===== src/rtl/bert_drive_pkg.sv =====
// Shared types and constants for the BERT serial drive.
// clog2 is usable in parameter expressions.
package bert_drive_pkg;

    typedef enum logic {
        IDLE = 1'b0,
        RUN  = 1'b1
    } state_e;

    localparam int CPB_MIN = 2;

    function automatic int clog2(input int n);
        int r;
        r = 0;
        for (int i = 0; i < 31; i++) begin
            if ((1 << i) < n) begin
                r = i + 1;
            end
        end
        return r;
    endfunction

endpackage


===== src/rtl/sym_fifo.sv =====
// Symbol FIFO with clock enable and a show-ahead read port.
// A push into a full FIFO is accepted only alongside a pop.
module sym_fifo
    import bert_drive_pkg::*;
#(
    parameter int  W     = 4,
    parameter int  DEPTH = 16,
    localparam int AW    = clog2(DEPTH),
    localparam int LW    = AW + 1
) (
    input  logic          clk,
    input  logic          reset,
    input  logic          ce,
    input  logic          push,
    input  logic [W-1:0]  wdata,
    input  logic          pop,
    output logic [W-1:0]  rdata,
    output logic          full,
    output logic          empty,
    output logic [LW-1:0] level
);

    logic [W-1:0]  mem_q [DEPTH];
    logic [AW-1:0] wr_ptr_q, wr_ptr_d;
    logic [AW-1:0] rd_ptr_q, rd_ptr_d;
    logic [LW-1:0] level_q, level_d;
    logic          push_ok, pop_ok;

    always_comb begin
        full     = level_q == LW'(DEPTH);
        empty    = level_q == '0;
        pop_ok   = pop && !empty;
        push_ok  = push && (!full || pop_ok);
        wr_ptr_d = push_ok ? wr_ptr_q + AW'(1) : wr_ptr_q;
        rd_ptr_d = pop_ok ? rd_ptr_q + AW'(1) : rd_ptr_q;
        level_d  = level_q + LW'(push_ok) - LW'(pop_ok);
    end

    always_ff @(posedge clk) begin
        if (reset) begin
            wr_ptr_q <= '0;
            rd_ptr_q <= '0;
            level_q  <= '0;
        end else if (ce) begin
            wr_ptr_q <= wr_ptr_d;
            rd_ptr_q <= rd_ptr_d;
            level_q  <= level_d;
        end
    end

    always_ff @(posedge clk) begin
        if (ce && push_ok) begin
            mem_q[wr_ptr_q] <= wdata;
        end
    end

    assign rdata = mem_q[rd_ptr_q];
    assign level = level_q;

endmodule


===== src/rtl/bert_serial_drive.sv =====
// Buffers bursty symbols and replays them as an evenly spaced
// serial data/clock pair for an external BERT.
module bert_serial_drive
    import bert_drive_pkg::*;
#(
    parameter int  SYM_BITS    = 4,
    parameter int  FIFO_DEPTH  = 16,
    parameter int  CPB_WIDTH   = 16,
    parameter int  START_LEVEL = 8,
    localparam int LW          = clog2(FIFO_DEPTH) + 1,
    localparam int BW          = clog2(SYM_BITS + 1)
) (
    input  logic                 clk,
    input  logic                 reset,
    input  logic                 ce,
    input  logic                 valid_in,
    input  logic [SYM_BITS-1:0]  data_in,
    input  logic [CPB_WIDTH-1:0] clocks_per_bit,
    input  logic                 msb_first,
    input  logic                 clear_status,
    output logic                 data_out,
    output logic                 clk_out,
    output logic [LW-1:0]        fifo_level,
    output logic                 overflow,
    output logic                 underrun
);

    state_e               state_q, state_d;
    logic [SYM_BITS-1:0]  sym_q, sym_d, shifted;
    logic                 msb_q, msb_d;
    logic [CPB_WIDTH-1:0] cpb_q, cpb_d, cpb_in;
    logic [CPB_WIDTH-1:0] cnt_q, cnt_d;
    logic [BW-1:0]        bits_q, bits_d;
    logic                 dout_q, dout_d;
    logic                 clko_q, clko_d;
    logic                 ovf_q, ovf_d;
    logic                 unf_q, unf_d;
    logic                 pop, load, unf_set, ovf_set;
    logic [SYM_BITS-1:0]  rdata;
    logic                 full, empty;
    logic [LW-1:0]        level;

    sym_fifo #(
        .W     (SYM_BITS),
        .DEPTH (FIFO_DEPTH)
    ) u_fifo (
        .clk   (clk),
        .reset (reset),
        .ce    (ce),
        .push  (valid_in),
        .wdata (data_in),
        .pop   (pop),
        .rdata (rdata),
        .full  (full),
        .empty (empty),
        .level (level)
    );

    always_comb begin
        cpb_in  = (clocks_per_bit < CPB_WIDTH'(CPB_MIN))
                ? CPB_WIDTH'(CPB_MIN) : clocks_per_bit;
        shifted = msb_q ? (sym_q << 1) : (sym_q >> 1);
        pop     = 1'b0;
        load    = 1'b0;
        unf_set = 1'b0;
        state_d = state_q;
        sym_d   = sym_q;
        msb_d   = msb_q;
        cpb_d   = cpb_q;
        cnt_d   = cnt_q;
        bits_d  = bits_q;
        dout_d  = dout_q;
        clko_d  = clko_q;
        unique case (state_q)
            IDLE: begin
                dout_d = 1'b0;
                clko_d = 1'b0;
                if (level >= LW'(START_LEVEL)) begin
                    pop  = 1'b1;
                    load = 1'b1;
                end
            end
            RUN: begin
                if (cnt_q == '0) begin
                    clko_d = 1'b0;
                    if (bits_q != '0) begin
                        sym_d  = shifted;
                        dout_d = msb_q ? shifted[SYM_BITS-1] : shifted[0];
                        bits_d = bits_q - BW'(1);
                        cnt_d  = cpb_q;
                    end else if (!empty) begin
                        pop  = 1'b1;
                        load = 1'b1;
                    end else begin
                        unf_set = 1'b1;
                        dout_d  = 1'b0;
                        state_d = IDLE;
                    end
                end else begin
                    cnt_d = cnt_q - CPB_WIDTH'(1);
                    if (cnt_q == (cpb_q >> 1)) begin
                        clko_d = 1'b1;
                    end
                end
            end
        endcase
        // A load restarts the bit timing so back-to-back symbols share phase.
        if (load) begin
            state_d = RUN;
            sym_d   = rdata;
            msb_d   = msb_first;
            cpb_d   = cpb_in;
            cnt_d   = cpb_in;
            bits_d  = BW'(SYM_BITS - 1);
            dout_d  = msb_first ? rdata[SYM_BITS-1] : rdata[0];
            clko_d  = 1'b0;
        end
        ovf_set = valid_in && full && !pop;
        ovf_d   = (ovf_q && !clear_status) || ovf_set;
        unf_d   = (unf_q && !clear_status) || unf_set;
    end

    always_ff @(posedge clk) begin
        if (reset) begin
            state_q <= IDLE;
            sym_q   <= '0;
            msb_q   <= 1'b0;
            cpb_q   <= '0;
            cnt_q   <= '0;
            bits_q  <= '0;
            dout_q  <= 1'b0;
            clko_q  <= 1'b0;
            ovf_q   <= 1'b0;
            unf_q   <= 1'b0;
        end else if (ce) begin
            state_q <= state_d;
            sym_q   <= sym_d;
            msb_q   <= msb_d;
            cpb_q   <= cpb_d;
            cnt_q   <= cnt_d;
            bits_q  <= bits_d;
            dout_q  <= dout_d;
            clko_q  <= clko_d;
            ovf_q   <= ovf_d;
            unf_q   <= unf_d;
        end
    end

    assign data_out   = dout_q;
    assign clk_out    = clko_q;
    assign fifo_level = level;
    assign overflow   = ovf_q;
    assign underrun   = unf_q;

endmodule


===== config.mk =====
export PLATFORM = sky130hd
export DESIGN_NAME = bert_serial_drive
export DESIGN_NICKNAME = d
export VERILOG_FILES = /design/src/rtl/bert_drive_pkg.sv /design/src/rtl/sym_fifo.sv /design/src/rtl/bert_serial_drive.sv
export SDC_FILE = /design/constraint.sdc
export NUM_CORES = 1
export LEC_CHECK = 0
export BUFFER_PORTS_ARGS = -buffer_cell sky130_fd_sc_hd__buf_2
export CORE_UTILIZATION = 61
export DETAILED_ROUTE_END_ITERATION = 12
export MAX_ROUTING_LAYER = met4
export PLACE_DENSITY = 0.8
export SYNTH_ARGS = -nofsm -noshare
export SYNTH_HDL_FRONTEND = slang
export SYNTH_SLANG_ARGS = --single-unit
export TNS_END_PERCENT = 5

===== constraint.sdc =====
create_clock -name clk -period 4.5 [get_ports clk]
set_input_delay 0 -clock clk [delete_from_list [all_inputs] [get_ports clk]]
set_output_delay 0 -clock clk [all_outputs]
set_load 0.02 [all_outputs]

==> metrics.yaml <==
mostFrequentLayoutCells: "nand2_1, edfxtp_1, dfxtp_1, nor2_1, a21oi_1"
port_buffers: 34
pre_cts_ws_ns: 0.941
critPathLaunchType: "flip-flop"
grt_use_total: 0.316
clock_sinks: 126
boundaryPins: 35
post_cts_resized: 0
syn_nets: 613
worstSetupEndpointType: "flip-flop"
drive_gt1_frac: 0.144
cap_violations: 0
clock_path_buffers: 2
fin_crit_ns: 3.58
yosysTopAreaCell: "edfxtp_1"
drcViolationCount: 0
antenna_found_initial: 0
hp-class: "in2reg"
clkLatencyLatePin_ns: 0.53
firstDrtPassIters: 5
grt_pass1_vias: 4773
vias: 4738
rsz0062_at_grt: "no"
start_util: 0.624
grt_pass1_wl_um: 23500
power.density_nw_per_um2: 671
cp.arrival_ns: 4.01
coreArea_um2: 9730
power.total_mw: 4.75
cts_tree: "yes"
htree_levels: 4
wire_per_inst_um: 18.9
place_congestion: 0.864
final_nets: 660
synth_edf_count: 64
synth_seq_cells: 126
path_max_fanout: 18
post-dp-hpwl_um: 9040
setup.worst_path.class: "reg2reg"
async_flop_share: 0
final.period_utilization: 0.795
syn2layout_area_growth_pct: 16.7
layout_commonest_cell: "nand2_1"
ant_nets: 0
hold_viol: 0
status: "complete, no violations"
cts_inserted_buffers: 17
die-width_um: 102
slew_violations: 0
synthFlopType: "edfxtp_1"
overflow: 0
die_h_um: 102
setup_violations: 0
grt_max_degree: 60
yosys.area.top_type_share: 0.316
cts.clk_slew.worst_paths_ns: 0.06
synthesis.area_um2: 6080
maxSlewHeadroom: 0.249
insertedDiodeCount: 0
fin_tns_setup_ns: 0
fin_ws_ns: 0.923
yosys_warnings: 0
dr.first_iter.drc_count: 415
vias_per_cell: 6.21
ys_top_cells_by_area: "edfxtp_1, dfxtp_1, mux4_2"
r2r_slack_ns: 0.92
worstPathRequired_ns: 4.93
dieArea_um2: 10400
ir_worst_vdd_mv: 0.343
worstMarginPinSlew_ns: 1.13
synth.avg_cell_area_um2: 10.7
ys_seq_area_frac: 0.521
whs_ns: 0.0257
leakage_nw: 2.53
rows: 36
synthCells: 570
ys_types: 61
wirelength_um: 14400
timing.fmax_mhz: 280
ctsRootBufferMaster: "clkbuf_8"
fin_worst_skew_ns: 0.00774
## final cells by class
class	count	area, um^2
Inverter	20	75.1
Sequential cell	126	3160
Clock inverter	15	149
Tap cell	133	166
Multi-Input combinational cell	391	2690
Clock buffer	17	414
Timing Repair Buffer	61	435
Fill cell	672	2640
## metal layers
layer / GRT usage / share of wire
met5: - / 0
met4: 0.164 / 0.032
met3: 0.0621 / 0.064
met2: 0.494 / 0.48
met1: 0.389 / 0.42
## kinds of logic (layout without fill, tap and decap cells)
logic type | Yosys count | in the layout | synth area share
simple gates | 200 | 200 | 0.157
compound gates | 111 | 111 | 0.126
mux | 29 | 29 | 0.0725
flops | 126 | 126 | 0.521
xor+xnor | 34 | 34 | 0.0490
buf+inv | 53 | 113 | 0.0385
fa+ha+maj | 17 | 17 | 0.0362
## report_power, final
group,internal (mW),leakage [nW],switching (mW)
logic,0.745,1.17,1.08
registers,1.37,1.08,0.248
clock network,0.751,0.280,0.556
## state kept, by name (all words and copies together), names as in the netlist, 3 cells and up, named ones only
| signal | count |
|---|---|
| bits_q | 3 |
| cnt_q | 16 |
| cpb_q | 16 |
| sym_q | 4 |
| u_fifo.level | 5 |
| u_fifo.mem_q | 64 |
| u_fifo.rd_ptr_q | 4 |
| u_fifo.wr_ptr_q | 4 |
## path summary, 6_finish.rpt
path                   startpoint               to  cells past startpoint
setup reg to reg  u_fifo.level[2]  u_fifo.level[4]                     16
setup / recovery  u_fifo.level[2]  u_fifo.level[4]                     16
hold / removal           valid_in         overflow                      5
hold reg to reg          underrun         underrun                      2
## synth_stat cells (all sizes together) (9+ instances only)
cell	n
a211oi	12
a21oi	38
a311oi	13
buf	15
clkbuf	18
dfxtp	62
edfxtp	64
ha	16
inv	19
mux2i	17
mux4	12
nand2	70
nand3	15
nor2	58
nor3	17
nor4	9
o211ai	12
o21ai	9
xnor2	14
xor2	20
## critical path, cell delays in order (launching register included)
cell	delay (ns)
dfxtp_1	0.34
inv_1	0.10
ha_1	0.17
nor4b_2	0.47
nor3_4	0.14
a31oi_4	0.57
nor2_1	0.09
ha_1	0.29
inv_1	0.04
ha_1	0.20
inv_1	0.07
fa_1	0.21
inv_1	0.06
a21oi_1	0.14
nor2_1	0.06
or3_1	0.30
a311oi_1	0.24
## per-stage QoR
step,util,instances,instance area [um^2]
floorplan,-,570,6080
global placement,0.645,706,6270
detailed placement,0.645,706,6270
CTS,0.729,763,7090
global route,0.729,763,7090
finish,0.729,763,7090
## timing repair
action                                  4_1_cts  5_1_grt
hold endpoints to repair                    105        0
endpoints found under the setup margin        0        0
setup buffers                                 0        0
hold buffers                                 25        0
No activity file was read; power rests on OpenSTA's default activity.
